===== config.mk =====
export PLATFORM = sky130hd
export DESIGN_NAME = convergent_bcd_display_flat
export DESIGN_NICKNAME = d
export VERILOG_FILES = /design/src/rtl/convergent_bcd_display_if.sv /design/src/rtl/convergent_bcd_display.sv /design/src/flat_wrapper.sv
export SDC_FILE = /design/constraint.sdc
export NUM_CORES = 1
export LEC_CHECK = 0
export CAP_MARGIN = 25
export CORE_MARGIN = 3
export CORE_UTILIZATION = 50
export DETAILED_ROUTE_END_ITERATION = 12
export DONT_BUFFER_PORTS = 1
export PLACE_DENSITY = 0.75
export SETUP_SLACK_MARGIN = 0.3
export SYNTH_ARGS = -nofsm -noshare
export SYNTH_HDL_FRONTEND = slang
export SYNTH_SLANG_ARGS = --single-unit

===== constraint.sdc =====
create_clock -name clk -period 5.2 [get_ports clk]
set_input_delay 1.04 -clock clk [delete_from_list [all_inputs] [get_ports clk]]
set_output_delay 1.04 -clock clk [all_outputs]
set_load 0.02 [all_outputs]

===== src/rtl/convergent_bcd_display_if.sv =====
// convergent_bcd_display_if: start/digit buttons, P/Q inputs and display outputs of the display stage
interface convergent_bcd_display_if;
    logic        start;
    logic        next_digit;
    logic [15:0] p_in;
    logic [15:0] q_in;
    logic [7:0]  seg_out;
    logic        busy;
    logic        done;
    modport master (output start, next_digit, p_in, q_in, input seg_out, busy, done);
    modport slave  (input start, next_digit, p_in, q_in, output seg_out, busy, done);
endinterface


===== src/rtl/convergent_bcd_display.sv =====
// convergent_bcd_display: shared double-dabble P/Q to decimal, one digit at a time on seven-segment; LEADING_ZERO_BLANK_EN blanks leading zeros
module convergent_bcd_display (
    input  logic                     clk,
    input  logic                     rst_n,
    convergent_bcd_display_if.slave  bus
);
    typedef enum logic [1:0] {IDLE, CONV_P, CONV_Q, SHOW} state_t;
    state_t      r_state, w_state_nxt;
    logic        r_start_prev, r_next_prev, r_done;
    logic [15:0] r_bin;
    logic [19:0] r_bcd, r_p_bcd, r_q_bcd;
    logic [3:0]  r_cnt, r_idx;
    logic [7:0]  r_seg;
    logic        w_start_edge, w_next_edge, w_last, w_in_q, w_blank, w_unused;
    logic [19:0] w_adj, w_bcd_nxt, w_val;
    logic [2:0]  w_pos;
    logic [4:0]  w_sh;
    logic [3:0]  w_dig;
    logic [6:0]  w_pat;
    logic [7:0]  w_seg;

    assign w_start_edge = bus.start & ~r_start_prev;
    assign w_next_edge  = bus.next_digit & ~r_next_prev;
    assign w_last       = r_cnt == 4'd15;

    for (genvar d = 0; d < 5; d++) begin : g_adj
        assign w_adj[4*d+:4] = (r_bcd[4*d+:4] >= 4'd5) ? r_bcd[4*d+:4] + 4'd3 : r_bcd[4*d+:4];
    end
    assign w_bcd_nxt = {w_adj[18:0], r_bin[15]};
    assign w_unused  = w_adj[19];

    // next-state: conversions run a fixed 16 shifts each, start restarts from IDLE or SHOW only
    always_comb begin
        w_state_nxt = r_state;
        case (r_state)
            IDLE:    w_state_nxt = w_start_edge ? CONV_P : IDLE;
            CONV_P:  w_state_nxt = w_last ? CONV_Q : CONV_P;
            CONV_Q:  w_state_nxt = w_last ? SHOW : CONV_Q;
            default: w_state_nxt = w_start_edge ? CONV_P : SHOW;
        endcase
    end

    // state register
    always_ff @(posedge clk or negedge rst_n) begin
        if (!rst_n) r_state <= IDLE;
        else        r_state <= w_state_nxt;
    end

    // datapath: edge registers, double-dabble shifter, result latches, digit index, done pulse, segment register
    always_ff @(posedge clk or negedge rst_n) begin
        if (!rst_n) begin
            r_start_prev <= 1'b0;
            r_next_prev  <= 1'b0;
            r_done       <= 1'b0;
            r_bin        <= '0;
            r_bcd        <= '0;
            r_p_bcd      <= '0;
            r_q_bcd      <= '0;
            r_cnt        <= '0;
            r_idx        <= '0;
            r_seg        <= '0;
        end else begin
            r_start_prev <= bus.start;
            r_next_prev  <= bus.next_digit;
            r_done       <= 1'b0;
            r_seg        <= w_seg;
            if (r_state == CONV_P || r_state == CONV_Q) begin
                r_bin <= {r_bin[14:0], 1'b0};
                r_bcd <= w_bcd_nxt;
                r_cnt <= r_cnt + 4'd1;
                if (w_last && r_state == CONV_P) begin
                    r_p_bcd <= w_bcd_nxt;
                    r_bin   <= bus.q_in;
                    r_bcd   <= '0;
                end else if (w_last) begin
                    r_q_bcd <= w_bcd_nxt;
                    r_idx   <= '0;
                    r_done  <= 1'b1;
                end
            end else if (w_start_edge) begin
                r_bin <= bus.p_in;
                r_bcd <= '0;
                r_cnt <= '0;
            end else if (r_state == SHOW && w_next_edge) begin
                r_idx <= (r_idx == 4'd9) ? 4'd0 : r_idx + 4'd1;
            end
        end
    end

    assign w_in_q = r_idx >= 4'd5;
    assign w_pos  = 3'(w_in_q ? r_idx - 4'd5 : r_idx);
    assign w_val  = w_in_q ? r_q_bcd : r_p_bcd;
    assign w_sh   = 5'd16 - {w_pos, 2'b00};
    assign w_dig  = 4'(w_val >> w_sh);
`ifdef LEADING_ZERO_BLANK_EN
    assign w_blank = (w_pos != 3'd4) && ((w_val >> w_sh) == 20'd0);
`else
    assign w_blank = 1'b0;
`endif

    // digit decode to segment pattern, dp marks the Q half
    always_comb begin
        w_pat = 7'h00;
        case (w_dig)
            4'd0: w_pat = 7'h3F;
            4'd1: w_pat = 7'h06;
            4'd2: w_pat = 7'h5B;
            4'd3: w_pat = 7'h4F;
            4'd4: w_pat = 7'h66;
            4'd5: w_pat = 7'h6D;
            4'd6: w_pat = 7'h7D;
            4'd7: w_pat = 7'h07;
            4'd8: w_pat = 7'h7F;
            4'd9: w_pat = 7'h6F;
            default: w_pat = 7'h00;
        endcase
        w_seg = (r_state == SHOW) ? {w_in_q, w_blank ? 7'h00 : w_pat} : 8'h00;
    end

    assign bus.seg_out = r_seg;
    assign bus.busy    = (r_state == CONV_P) || (r_state == CONV_Q);
    assign bus.done    = r_done;
endmodule


===== src/flat_wrapper.sv =====
// flat-port wrapper written by rule: the top's interface ports become plain ports
module convergent_bcd_display_flat 
  (clk, rst_n, bus_start, bus_next_digit, bus_p_in, bus_q_in, bus_seg_out, bus_busy, bus_done);
  convergent_bcd_display_if bus_i ();
  input  logic clk;
  input  logic rst_n;
  input wire logic [$bits(bus_i.start)-1:0] bus_start;
  input wire logic [$bits(bus_i.next_digit)-1:0] bus_next_digit;
  input wire logic [$bits(bus_i.p_in)-1:0] bus_p_in;
  input wire logic [$bits(bus_i.q_in)-1:0] bus_q_in;
  output wire logic [$bits(bus_i.seg_out)-1:0] bus_seg_out;
  output wire logic [$bits(bus_i.busy)-1:0] bus_busy;
  output wire logic [$bits(bus_i.done)-1:0] bus_done;
  assign bus_i.start = bus_start;
  assign bus_i.next_digit = bus_next_digit;
  assign bus_i.p_in = bus_p_in;
  assign bus_i.q_in = bus_q_in;
  assign bus_seg_out = bus_i.seg_out;
  assign bus_busy = bus_i.busy;
  assign bus_done = bus_i.done;
  convergent_bcd_display u_core (.clk(clk), .rst_n(rst_n), .bus(bus_i));
endmodule

==> key figures, run 1 <==
Outcome
  • Status: completed

Clock tree
  • Cts hold-fix bufs: 0
  • Clk slew on worst S/H paths: 0.10 ns
  • Clock Sinks: 97
  • CTS Buf Count: 9
  • H-tree levels: 3
  • Post-CTS setup buffers: 0
  • # resized after CTS: 0
  • CTS tree: yes
  • CTS max path bufs: 2
  • Clock Latency Late Sink: 0.37 ns
  • CTS root buf: clkbuf_8

Drt
  • Vias after detailed routing: 3770
  • Post-DR vias/cell: 5.81
  • Routed length per placed instance: 16.5 microns
  • DRT iter0 DRCs: 232
  • # DRC: 0
  • Antenna-violating nets left: 0
  • DRT Pass-1 Iters: 4
  • Routed WL: 10.7 mm

Die
  • Core ar.: 9860 sq um
  • DIE AREA: 11500 sq um
  • Die Wd: 107 microns
  • Top Ports: 46
  • Starting Density: 52.1%
  • Core Rows: 36
  • Die height: 107 microns

Hold path
  • Hold Path Class: input port to async pin

GRT
  • Initial antenna violation count: 0
  • Grt total ovfl: 0
  • Largest net degree at the start of global routing: 98
  • Vias in the first global route: 3855
  • Total GRT Usage: 19.9%
  • First-pass GRT wire length: 18.3 mm

Place
  • Post-placement cell area: 5190 sq um
  • Pre-CTS setup slack: 1.00 ns
  • Dpl hpwl: 7.46 mm
  • GP Congestion: 0.872
  • Port Buf Inserts: 0

Logic synthesis
  • Synthesized cell area: 5140 sq um
  • Area share of the largest cell type after synthesis: 47.2%
  • Syn Area/Cell: 9.83 sq um
  • Dominant synthesized flop cell: dfrtp_1
  • Post-synthesis sequential area ratio: 47.2%
  • Most area-consuming cells after synthesis: dfrtp_1 (47%), nor2_1 (6.4%), ha_1 (6.1%)
  • Post-synthesis cell count: 523
  • Syn Nets: 584
  • Asr flop ratio synth: 100%
  • Synth Warn #: 0
  • Synth area leader: dfrtp_1
  • EDFF count, synth: 0
  • Yosys cell types: 56
  • Yosys reg bits: 97

Critical path
  • Critical path class: register to register
  • Data arrival, critical path: 4.55 ns
  • Worst setup SP type: register
  • CP max FO: 15
  • Worst EP required: 5.51 ns
  • Critical path capture point type: register

Final layout
  • Layout area overhead: 5.40%
  • Multi-input gate area: 2490 sq um
  • Commonest non-fill, non-tap cell in the layout: dfrtp_1
  • Filler Cells Inserted: 834
  • Post-route cell area: 5420 sq um
  • FF/Latch Area: 2430 sq um
  • Commonest cells after routing, fill and taps aside: dfrtp_1 (97), nor2_1 (88), nand2_1 (61)
  • Layout cells sized above 1: 9.69%
  • Nets@finish: 572
  • N_diodes: 0

Timing
  • Clk_skew: 0.0119 ns
  • RSZ-0062 raised after global routing: false
  • Final Hold Fails: 0
  • Relative max-transition margin: 41.2%
  • Final Slew Violations: 0
  • Peak Freq: 236 MHz
  • Final period util: 81.4%
  • Final setup violation count: 0
  • Slew at the pin closest to its max-slew limit: 0.883 ns
  • Min Tclk post-route: 4.24 ns
  • Final worst setup slack: 0.965 ns
  • Smallest hold slack: 0.347 ns
  • Setup TNS: 0 ns

Pwr
  • Leak Pwr: 2.51 nW
  • Pwr/cell area: 626 nW/um^2
  • VDD IR-drop max: 365 uV

Job
  • Max_cap viols: 0
[kinds of logic after synthesis]
family | share of synthesized area (%)
flip-flops | 47.2
multiplexers | 7.96
buffers and inverters | 4.36
AO/OA/AOI/OAI | 14.8
adder cells (fa/ha/maj) | 6.08
XOR/XNOR | 2.02
AND/OR/NAND/NOR | 17.5
[area by class of cell]
class | instances | area share (%)
Multi-Input combinational cell | 381 | 45.9
Sequential cell | 97 | 44.8
Tap cell | 133 | 3.07
Clock buffer | 10 | 2.54
Clock inverter | 6 | 1.64
Inverter | 15 | 1.04
Timing Repair Buffer | 7 | 0.970
[flip-flops by register name, indices dropped and copies added (netlist names)]
register	count
u_core.r_bcd	20
u_core.bus.done	1
u_core.r_idx	4
u_core.r_bin	16
u_core.r_p_bcd	20
u_core.r_next_prev	1
u_core.r_cnt	4
u_core.r_q_bcd	20
u_core.r_state	2
u_core.bus.seg_out	8
u_core.r_start_prev	1
[through the flow]
step / util [%] / total power, W / cells
floorplan: - / 0.00252 / 523
global placement: 52.6 / 0.00275 / 633
detailed placement: 52.6 / 0.00285 / 633
CTS: 54.9 / 0.00340 / 649
global route: 54.9 / 0.00367 / 649
finish: 54.9 / 0.00339 / 649
[critical path: stages, from the launching register on]
cell,delay [ns]
dfrtp_1,0.56
ha_1,0.31
nand2b_2,0.22
a21oi_4,0.34
xnor2_1,0.11
ha_1,0.59
mux2i_1,0.24
o211ai_1,0.09
a32oi_1,0.32
a2bb2oi_2,0.31
inv_1,0.11
ha_1,0.33
or4b_1,0.54
nand3_1,0.10
[power by group]
| part | leakage, nW | switching, W | internal [W] |
|---|---|---|---|
| sequential | 1.28 | 0.000195 | 0.000974 |
| clock | 0.109 | 0.000269 | 0.000285 |
| combinational | 1.12 | 0.00102 | 0.000655 |
[Yosys cell counts (all sizes together) (8+ instances only)]
| cell | instances |
|---|---|
| o21ai | 22 |
| nand2b | 8 |
| clkbuf | 22 |
| inv | 15 |
| mux2i | 12 |
| nand2 | 61 |
| a221oi | 15 |
| nor2 | 89 |
| dfrtp | 97 |
| nand3 | 10 |
| buf | 8 |
| mux2 | 13 |
| xnor2 | 8 |
| a21oi | 41 |
| ha | 25 |
| nor3b | 10 |
[worst paths after layout]
kind	from	to	slack, ns	cells after the start
setup / recovery	u_core.r_idx[0]	u_core.bus.seg_out[3]	0.96	13
hold / removal	rst_n	u_core.r_state[1]	0.35	0
setup reg to reg	u_core.r_idx[0]	u_core.bus.seg_out[3]	0.96	13
hold reg to reg	u_core.r_cnt[3]	u_core.r_cnt[3]	0.48	1
max in group asynchronous	rst_n	u_core.r_bcd[10]	4.72	0
min in group clk	u_core.r_cnt[3]	u_core.r_cnt[3]	0.48	1
[layer usage]
| layer | wire length (microns) | global-route usage [%] | share of wire (%) |
|---|---|---|---|
| met5 | 0 | 0 | 0 |
| met2 | 5490 | 34.0 | 51 |
| met4 | 186 | 8.21 | 1.7 |
| met1 | 4600 | 25.2 | 43 |
| met3 | 430 | 3.24 | 4.0 |
No activity file was read; power rests on OpenSTA's default activity.
==> run 2: changes to the inputs <==
PLACE_DENSITY = 0.78   (was 0.75)
clock period = 3.45 ns   (was 5.2 ns; I/O delays follow)
==> key figures, run 2 (synthesis results as in run 1) <==
GRT
  • Total GRT Usage: 20.4% (+0.45 points)
  • Vias in the first global route: 3953 (+2.5%)
  • Initial antenna violation count: 0 (unchanged)
  • Met2 Use GR: 36.0% (+2.0 points)
  • Grt total ovfl: 0 (unchanged)
  • Largest net degree at the start of global routing: 98 (unchanged)
  • First-pass GRT wire length: 18.7 mm (+2.0%)
  • Met1 Usage GRT: 24.7% (-0.50 points)
  • Met3 Use GR: 3.84% (+0.60 points)
  • GR peak layer: met2

Critical path
  • Worst setup SP type: register
  • Critical path class: register to register
  • CP delay by family, top: simple AND/OR/NAND/NOR gates
  • Worst path buffer plus inverter count: 1 (unchanged)
  • Worst r2r path cells: 13 (unchanged)
  • Worst Setup SP: u_core.r_idx[0]
  • Critical R2R Launch: u_core.r_idx[0]
  • Slowest CP cell: mux4_2
  • CP Capture Point: u_core.bus.seg_out[3]
  • Slowest stage delay, CP: 0.53 ns (-0.06 ns)
  • Worst path cell trace: inv_2 > ha_4 > nand2b_4 > a21o_4 > nand2_4 > o21ai_4 > ha_4 > mux4_2 > mux2i_4 > nor2_1 > a21o_2 > or4b_1 > nand3_1
  • RR Endpoint: u_core.bus.seg_out[3]
  • Critical path capture point type: register
  • Data arrival, critical path: 3.44 ns (-1.11 ns)
  • Worst EP required: 3.73 ns (-1.78 ns)
  • Worst path depth: 13 (unchanged)
  • Reg2reg setup slack: 0.30 ns (-0.67 ns)
  • CP dominant cell by count: ha_4
  • CP max FO: 6 (-9)

Final layout
  • Post-route cell area: 5660 sq um (+4.5%)
  • Layout cells sized above 1: 15.0% (+5.3 points)
  • Filler Cells Inserted: 800 (-4.1%)
  • Nets@finish: 590 (+3.1%)
  • Non-Filler Instances: 666 (+2.6%)
  • Leading registers by flop count: u_core.r_bcd x20, u_core.r_p_bcd x20, u_core.r_q_bcd x20
  • Layout area overhead: 10.1%
  • Commonest non-fill, non-tap cell in the layout: dfrtp_1
  • N_diodes: 0 (unchanged)
  • Commonest cells after routing, fill and taps aside: dfrtp_1 (96), nor2_1 (88), nand2_1 (60)

Outcome
  • Status: completed

Clock tree
  • Clk slew on worst S/H paths: 0.09 ns (about the same)
  • CTS tree: yes
  • Clock Sinks: 97 (unchanged)
  • CTS max path bufs: 2 (unchanged)
  • CTS root buf: clkbuf_8
  • CTS Buf Count: 9 (unchanged)
  • Clock Latency Late Sink: 0.36 ns (about the same)
  • H-tree levels: 3 (unchanged)

Pwr
  • Pwr/cell area: 965 nW/um^2 (+54%)
  • Leak Pwr: 2.59 nW (+2.9%)
  • Power consumption: 0.00546 W (+61%)
  • VDD IR-drop max: 479 uV (+31%)

Drt
  • Routed length per placed instance: 17.2 microns (+4.2%)
  • DRT Pass-1 Iters: 4 (unchanged)
  • # DRC: 0 (unchanged)
  • Antenna-violating nets left: 0 (unchanged)
  • Vias after detailed routing: 3925 (+4.1%)
  • DRT iter0 DRCs: 279 (+20%)
  • Routed WL: 11.5 mm (+7.0%)
  • Post-DR vias/cell: 5.89 (+1.5%)

Timing
  • Setup TNS: 0 ns (unchanged)
  • Final period util: 91.4% (+10 points)
  • Final Slew Violations: 0 (unchanged)
  • Final Hold Fails: 0 (unchanged)
  • Relative max-transition margin: 47.1% (+5.9 points)
  • Peak Freq: 317 MHz (+34%)
  • Clk_skew: 0.00874 ns (-0.00314 ns)
  • Min Tclk post-route: 3.15 ns (-1.08 ns)
  • Final setup violation count: 0 (unchanged)
  • Slew at the pin closest to its max-slew limit: 0.793 ns (-0.0892 ns)
  • RSZ-0062 raised after global routing: true

Die
  • DIE AREA: 11500 sq um (unchanged)
  • Die Wd: 107 microns (unchanged)
  • Top Ports: 46 (unchanged)
  • Core Rows: 36 (unchanged)
  • Core ar.: 9860 sq um (unchanged)
  • Die height: 107 microns (unchanged)
  • Starting Density: 52.1% (unchanged)

Job
  • Max_cap viols: 0 (unchanged)

Place
  • Dpl hpwl: 7.88 mm (+5.7%)
  • Post-placement cell area: 5280 sq um (+1.7%)
  • GP Congestion: 0.847 (-2.8%)
  • Cell count after placement: 642 (+1.4%)
  • Port Buf Inserts: 0 (unchanged)

Hold path
  • Hold Path Class: input port to async pin
run 2: changes by cell type in the layout (fill, tap and decap cells not counted), moves of 2 or more:
cell           previous run  this run
buf_4                     7        22
ha_1                     25        20
ha_4                      0         4
dlygate4sd3_1             0         3
inv_1                    15        12
inv_2                     0         3
clkbuf_1                  0         2
mux2i_1                  12        10
xnor2_1                   8         6
xnor2_2                   0         2
run 2: repair_timing:
item | CTS | global route
endpoints found under the setup margin | 4 | 5
pin swaps | 3 | 6
setup buffers | 2 | 4
gates resized for setup | 9 | 12
hold buffers | 1 | 2
endpoints found under the hold margin | 1 | 14
run 2: worst min path at each step:
| stage | from | to | slack, ns |
|---|---|---|---|
| 2_1_floorplan | rst_n | u_core.bus.done | 0.39 |
| 3_3_place_gp | rst_n | u_core.r_cnt[2] | 0.40 |
| 3_5_place_dp | rst_n | u_core.r_cnt[2] | 0.40 |
| 4_1_cts | rst_n | u_core.r_cnt[3] | 0.001 |
| 5_1_grt | rst_n | u_core.bus.seg_out[4] | 0.0007 |
| 6_report | rst_n | u_core.bus.seg_out[4] | 0.02 |
run 2: report_power, final:
part           switching [W]  internal, W
clock               0.000374     0.000351
sequential          0.000282      0.00147
combinational        0.00174      0.00124
run 2: through the flow:
stage / hold WS (ns) / worst slack, ns / util [%]
detailed placement: 0.396 / 0.0669 / 53.5
CTS: 0.00104 / 0.306 / 56.2
global placement: 0.396 / 0.191 / 53.5
floorplan: 0.394 / -0.190 / -
global route: 0.000672 / 0.197 / 57.4
finish: 0.0214 / 0.296 / 57.4
run 2: cell type report:
cell class	count	area (sq um)	share of cell area, %
inverters	15	56.3	0.995
clock buffers	12	145	2.56
multi-input cells	381	2630	46.4
well taps	133	166	2.94
flip-flops and latches	97	2430	42.9
repair buffers	25	195	3.45
clock inverters	3	42.5	0.752
run 2: metal layers:
metal  vias up  share of wire (%)
li1       1841                  -
met1      1960                 41
met3        18                4.6
met5         -                  0
met4         0                1.9
met2       106                 52
